==> src/rtl/cache_mem_arbiter.sv <==
// Two-client line-memory arbiter: I-cache and D-cache onto one pmem port.
// Define ARB_ROUND_ROBIN_EN for alternating priority; otherwise the D-cache wins on contention.
module cache_mem_arbiter #(
  parameter int ADDR_W = 16,
  parameter int LINE_W = 128
) (
  input  logic              clk,
  input  logic              rst_n,
  input  logic              i_read,
  input  logic              i_write,
  input  logic [ADDR_W-1:0] i_address,
  input  logic [LINE_W-1:0] i_wdata,
  output logic              i_resp,
  output logic [LINE_W-1:0] i_rdata,
  input  logic              d_read,
  input  logic              d_write,
  input  logic [ADDR_W-1:0] d_address,
  input  logic [LINE_W-1:0] d_wdata,
  output logic              d_resp,
  output logic [LINE_W-1:0] d_rdata,
  output logic              mem_read,
  output logic              mem_write,
  output logic [ADDR_W-1:0] mem_address,
  output logic [LINE_W-1:0] mem_wdata,
  input  logic              mem_resp,
  input  logic [LINE_W-1:0] mem_rdata
);

  typedef enum logic [1:0] {IDLE, SERVE_I, SERVE_D, HOLDOFF} state_t;

  state_t              state_q, state_d;
  logic                rd_q, rd_d;
  logic                wr_q, wr_d;
  logic [ADDR_W-1:0]   addr_q, addr_d;
  logic [LINE_W-1:0]   wdata_q, wdata_d;
  logic                i_req, d_req;
  logic                grant_i, grant_d;

  assign i_req = i_read | i_write;
  assign d_req = d_read | d_write;

`ifdef ARB_ROUND_ROBIN_EN
  logic last_i_q, last_i_d;

  // On contention the client that was not served last wins.
  always_comb begin
    grant_d = d_req & (~i_req | last_i_q);
    grant_i = i_req & ~grant_d;
  end
`else
  always_comb begin
    grant_d = d_req;
    grant_i = i_req & ~d_req;
  end
`endif

  always_ff @(posedge clk) begin
    if (!rst_n) begin
      state_q <= IDLE;
      rd_q    <= 1'b0;
      wr_q    <= 1'b0;
      addr_q  <= '0;
      wdata_q <= '0;
`ifdef ARB_ROUND_ROBIN_EN
      last_i_q <= 1'b1;
`endif
    end else begin
      state_q <= state_d;
      rd_q    <= rd_d;
      wr_q    <= wr_d;
      addr_q  <= addr_d;
      wdata_q <= wdata_d;
`ifdef ARB_ROUND_ROBIN_EN
      last_i_q <= last_i_d;
`endif
    end
  end

  always_comb begin
    state_d = state_q;
    rd_d    = rd_q;
    wr_d    = wr_q;
    addr_d  = addr_q;
    wdata_d = wdata_q;
`ifdef ARB_ROUND_ROBIN_EN
    last_i_d = last_i_q;
`endif
    case (state_q)
      IDLE: begin
        // A simultaneous read+write from one client is taken as a write.
        if (grant_d) begin
          state_d = SERVE_D;
          wr_d    = d_write;
          rd_d    = d_read & ~d_write;
          addr_d  = d_address;
          wdata_d = d_wdata;
`ifdef ARB_ROUND_ROBIN_EN
          last_i_d = 1'b0;
`endif
        end else if (grant_i) begin
          state_d = SERVE_I;
          wr_d    = i_write;
          rd_d    = i_read & ~i_write;
          addr_d  = i_address;
          wdata_d = i_wdata;
`ifdef ARB_ROUND_ROBIN_EN
          last_i_d = 1'b1;
`endif
        end
      end
      SERVE_I, SERVE_D: if (mem_resp) state_d = HOLDOFF;
      default: state_d = IDLE;
    endcase
  end

  // Responses are suppressed while reset is asserted so an abandoned transaction never completes.
  always_comb begin
    mem_read    = 1'b0;
    mem_write   = 1'b0;
    i_resp      = 1'b0;
    d_resp      = 1'b0;
    mem_address = addr_q;
    mem_wdata   = wdata_q;
    if (state_q == SERVE_I || state_q == SERVE_D) begin
      mem_read  = rd_q;
      mem_write = wr_q;
    end
    if (state_q == SERVE_I) i_resp = mem_resp & rst_n;
    if (state_q == SERVE_D) d_resp = mem_resp & rst_n;
  end

  assign i_rdata = mem_rdata;
  assign d_rdata = mem_rdata;

endmodule

==> config.mk <==
export PLATFORM = sky130hd
export DESIGN_NAME = cache_mem_arbiter
export DESIGN_NICKNAME = d
export VERILOG_FILES = /design/src/rtl/cache_mem_arbiter.sv
export SDC_FILE = /design/constraint.sdc
export NUM_CORES = 1
export LEC_CHECK = 0
export BUFFER_PORTS_ARGS = -buffer_cell sky130_fd_sc_hd__buf_2
export CORE_AREA = 2 2 323 325
export CTS_CLUSTER_DIAMETER = 120
export DETAILED_ROUTE_END_ITERATION = 8
export DIE_AREA = 0 0 325 327
export SETUP_SLACK_MARGIN = 0.5
export SYNTH_ARGS = -nofsm -noshare
export SYNTH_HDL_FRONTEND = slang
export SYNTH_SLANG_ARGS = --single-unit
==> constraint.sdc <==
create_clock -name clk -period 1.85 [get_ports clk]
set_clock_uncertainty 0.1 [all_clocks]
set_input_delay 0.37 -clock clk [delete_from_list [all_inputs] [get_ports clk]]
set_output_delay 0.37 -clock clk [all_outputs]
set_load 0.02 [all_outputs]
* Yosys cells after proc, flatten, opt, wreduce, memory -nomap -nowiden
Cells that the tools add are included.
Widths: inputs -> output; s select.
** Storage, ports and cells
- Register bits after elaboration :: 148
- Output and inout port bits :: 404
- Logic and storage cells :: 40
** Cells by class
- Equality and inequality tests :: 4
- Mux-type cells :: 16
- Bitwise gates (word level) :: 9
- Reductions and logical operators :: 6
** Operator list (count)
- $mux 128 :: 2
- $mux 16 :: 2
- $mux 1 :: 8
- $mux 2 :: 3
- $and 1x1->1 :: 4
- $pmux 2 s2 :: 1
- $reduce_and 2->1 :: 2
- $ne 3x3->1 const B :: 1
- $not 1->1 :: 3
- $eq 2x1->1 const B :: 1
- $eq 2x2->1 const B :: 1
- $logic_not 2->1 :: 1
- $ne 2x2->1 const B :: 1
- $or 1x1->1 :: 2
- $reduce_bool 2->1 :: 1
- $reduce_or 2->1 :: 1
- $logic_or 1x1->1 :: 1

* Logic depth before layout (Yosys ltp)
- Depth after elaboration :: 6
- Gate-level depth with buffers :: 8
- Gate-level depth less buffers :: 5

* Worst setup path before layout
No wires, ideal clock.
- Path kind :: input to register
- From :: input d_write
- To :: register wdata_q[28] (netlist: mem_wdata[28])
- Library setup time :: 0.147 ns
- Data arrival time :: 1.473 ns
- Data required time :: 1.603 ns
- Slack :: 0.130 ns
- Cell stages on the path :: 7
- Path buffers :: 4
- Path through :: buf_6 o41a_1 buf_4 buf_6 buf_2 nor2_1 a311oi_2
** On the way
- Cells in the longest elaborated chain, start to end :: 5
** RTL lines
- from (decl) :: line 16 : input logic d_write,
- $or 1x1->1 (*) :: line 40 : assign d_req = d_read | d_write;
- $not 1->1 :: line 53 : grant_i = i_req & ~d_req;
- $and 1x1->1 :: line 53
- $reduce_bool 2->1 (no line)
- $reduce_and 2->1 (no line)
- to (signal assigned) :: line 72 : wdata_q <= wdata_d;
- to (decl) :: line 35 : logic [LINE_W-1:0] wdata_q, wdata_d;
Mark *: on every way between the ends. The rest lies on a longest branch, timed or not.
A chain may end at the register's enable or synchronous reset.

* Worst setup path after layout
- From :: register state_q[1]
- To :: output d_resp
** On the way
- Cells in the longest elaborated chain, start to end :: 2
** RTL lines
- from (decl) :: line 31 : state_t state_q, state_d;
- from (signal assigned) :: line 68 : state_q <= state_d;
- $eq 2x2->1 :: line 129 : if (state_q == SERVE_D) d_resp = mem_resp & rst_n;
- $mux 1 :: line 129
- to (decl) :: line 19 : output logic d_resp,
No other way between the ends.

==> metrics <==
Synth Area in Compound Gates=between 30% and 40%; crit path time final=approximately 1.9 ns; grt total ovfl=0; CP bufs+invs=2; post-synthesis adder-cell area fraction=less than 1%; CP Cell Sequence=buf_6 > ha_1 > and3_4 > buf_6; Area growth syn-to-layout=70.6%; io pins=about 830; final hold vios=0; die area=0.106 sq mm; Design Area, Final=~0.016 sq mm; post-synth top area share=30.8%; Pre-Repair DR Iteration Count=5; Final Power=between 20 and 30 mW; Post-DP Area=about 0.012 sq mm; Crit Path Max Fanout=2; root buffer cell=clkbuf_16; Final Non-Filler Cells=between 2000 and 3000; Post-Syn Nets=1536; CP required=roughly 1.4 ns; most frequent cell after synthesis=buf_4; asr flop ratio synth=0%; CP Capture Type=output port; number of global-route vias before repair=around 9000; slowest cell on the critical path=dfxtp_4; Post-Synth XOR/XNOR Area=0%; Leak=6.35 nW; residual DRC count=0; Mapped Area=between 0.009 and 0.01 sq mm; Tot GR Track Use=11.0%; max cap viols=0; Slew headroom=about two thirds; placed cells=around 2600; nets=about 1900; Synth cell types=28; Iter 0 DRT Violations=510; worst setup margin=-0.0670 ns; CTS Buf Count=17; pins over their slew limit=0; top_reg_cell synth=dfxtp_1; synthesized area per cell=8.67 sq um; Fillers=roughly 11000; flops & latches, synth=148; FF/Latch Area=between 0.003 and 0.004 sq mm; startpoint type of the worst setup path=flip-flop; Simple-Gate Fraction of Synth Area=around 12%; clk_lat worst skew=0.47 ns; Largest delay share family, worst path=flip-flops; initial antenna violation count=36; largest family of logic cells by synthesized area=compound AO/OA/AOI/OAI gates; largest net degree at the start of global routing=67; list of most frequent post-synthesis cells=260 x buf_4, 148 x dfxtp_1, 147 x nand2_1, 145 x nor2_1, 140 x a311oi_2; slowest cell delay on critical path=0.36 ns; Area contributors post-synth=dfxtp_1 31%, a311oi_2 22%, buf_4 20%; Multi-input gate area=roughly 0.0047 sq mm; Starting Density=9.34%; CTS tree=built; Max Clk Rate=522 MHz; CTS Buffer Depth=2; first-pass GRT wire length=79.2 mm; failing checks=setup timing; routed vias=9901; P per Cell Area=about 1600 mW/mm^2; RSZ-0062 raised after global routing=true; area of the core=around 0.1 sq mm; final worst-path cycle share=104%; Final ANT Viol Nets=0; number of synthesized flops with an enable pin=0; worst slew pin tran=~0.52 ns; post-synthesis cell count=1108; Hold WC Path Type=primary input to flip-flop; CTS H-tree lvls=4; WL/cell=roughly 23 um; chip width=about 330 um; Finish-stage setup viols=35; maximum vdd ir drop=between 0.8 and 0.9 mV; Via-to-Cell Ratio=3.50; CTS sink cnt=~150; cell mode on critical path=buf_6; WL final=64.5 mm; die span in y=roughly 330 um; Ys Warns=0; layout cells sized above 1=between 70% and 80%; post-synthesis sequential area ratio=between 30 and 40%; Clock transition at path regs=roughly 0.10 ns; routability cong.=0.895; HPWL Detailed=around 48 mm; mux contribution to synthesized area=less than 1%; critical path class=flip-flop to output port; status=complete, but fails checks; largest area contributor in the netlist=dfxtp_1; row count=roughly 120; number of port buffers=about 440; crit path DAT=~1.5 ns
## path summary, 6_finish.rpt
path	start	to	cells after the start	slack, ns
worst min register to register	wr_q	wr_q	2	0.37
worst max register to register	state_q[0]	mem_address[6]	10	-0.06
worst min-delay path	i_wdata[5]	mem_wdata[5]	3	0.04
worst max-delay path	state_q[1]	d_resp	4	-0.07
## state kept, by name, indices dropped and copies added, names as in the netlist
signal,count
mem_wdata,128
mem_address,16
state_q,2
rd_q,1
wr_q,1
## layout make-up
class | count | share of cell area (%)
clock inverters | 15 | 0.878
multi-input cells | 605 | 28.7
clock buffers | 17 | 2.60
well taps | 1380 | 10.5
repair buffers | 659 | 37.7
inverters | 4 | 0.168
flip-flops and latches | 148 | 19.4
diodes | 4 | 0.0611
## cell usage in the layout (no fill, tap or decap), types with 3 or more instances in the layout
cell type	n
diode_2	4
nor2_2	49
o21ai_0	124
dfxtp_4	12
inv_8	3
o21ai_1	23
buf_16	28
clkinv_2	3
buf_12	38
ha_4	4
a311oi_2	143
buf_4	110
nor2_1	56
buf_6	161
clkbuf_16	29
dfxtp_2	133
buf_8	13
dfxtp_1	3
buf_2	292
dlygate4sd3_1	5
nand2_1	147
inv_6	5
nor2_4	41
## tightest hold or removal path: cells and delay by family
kind / cells / cell delay (ns)
compound gates: 1 / 0.07
buf+inv: 1 / 0.10
simple gates: 1 / 0.06
## layer usage
metal	vias to the layer above	part of all wire (%)	GRT usage, %
met5	-	0.46	0.488
met4	42	3.2	3.14
met3	150	18	9.78
met2	820	49	18.5
met1	4605	30	9.52
li1	4284	-	-
## what timing repair did
action | 4_1_cts | 5_1_grt
hold endpoints to repair | 5 | 0
setup buffers | 33 | 79
resized for setup | 164 | 503
setup endpoints to repair | 294 | 296
cloned | 21 | 12
hold buffers | 5 | 0
pin swaps | 13 | 94
## logic make-up after synthesis
family          Yosys count
simple gates            302
mux                       2
fa+ha+maj                 5
buf+inv                 355
flops                   148
compound gates          296
## report_power, final
part	switching (mW)	internal (mW)	leakage [nW]	total [mW]
Sequential	1.10	4.78	1.28	5.87
Clock	1.80	1.89	0.279	3.69
Combinational	7.45	9.28	4.79	16.7
Total	10.3	15.9	6.35	26.3
## per-stage QoR
step / hold WS [ns] / TNS [ns] / worst slack, ns / util [%]
6_report: 0.0366 / -1.23 / -0.0670 / 15.9
5_1_grt: 0.0228 / -5.07 / -0.152 / 15.9
4_1_cts: 0.00216 / -1.93 / -0.0942 / 13.6
3_5_place_dp: 0.361 / -1.31 / -0.0380 / 11.6
3_3_place_gp: 0.355 / -0.378 / -0.0427 / 11.6
2_1_floorplan: 0.337 / 0 / 0.227 / -
Power figures use the tool's default switching activity.
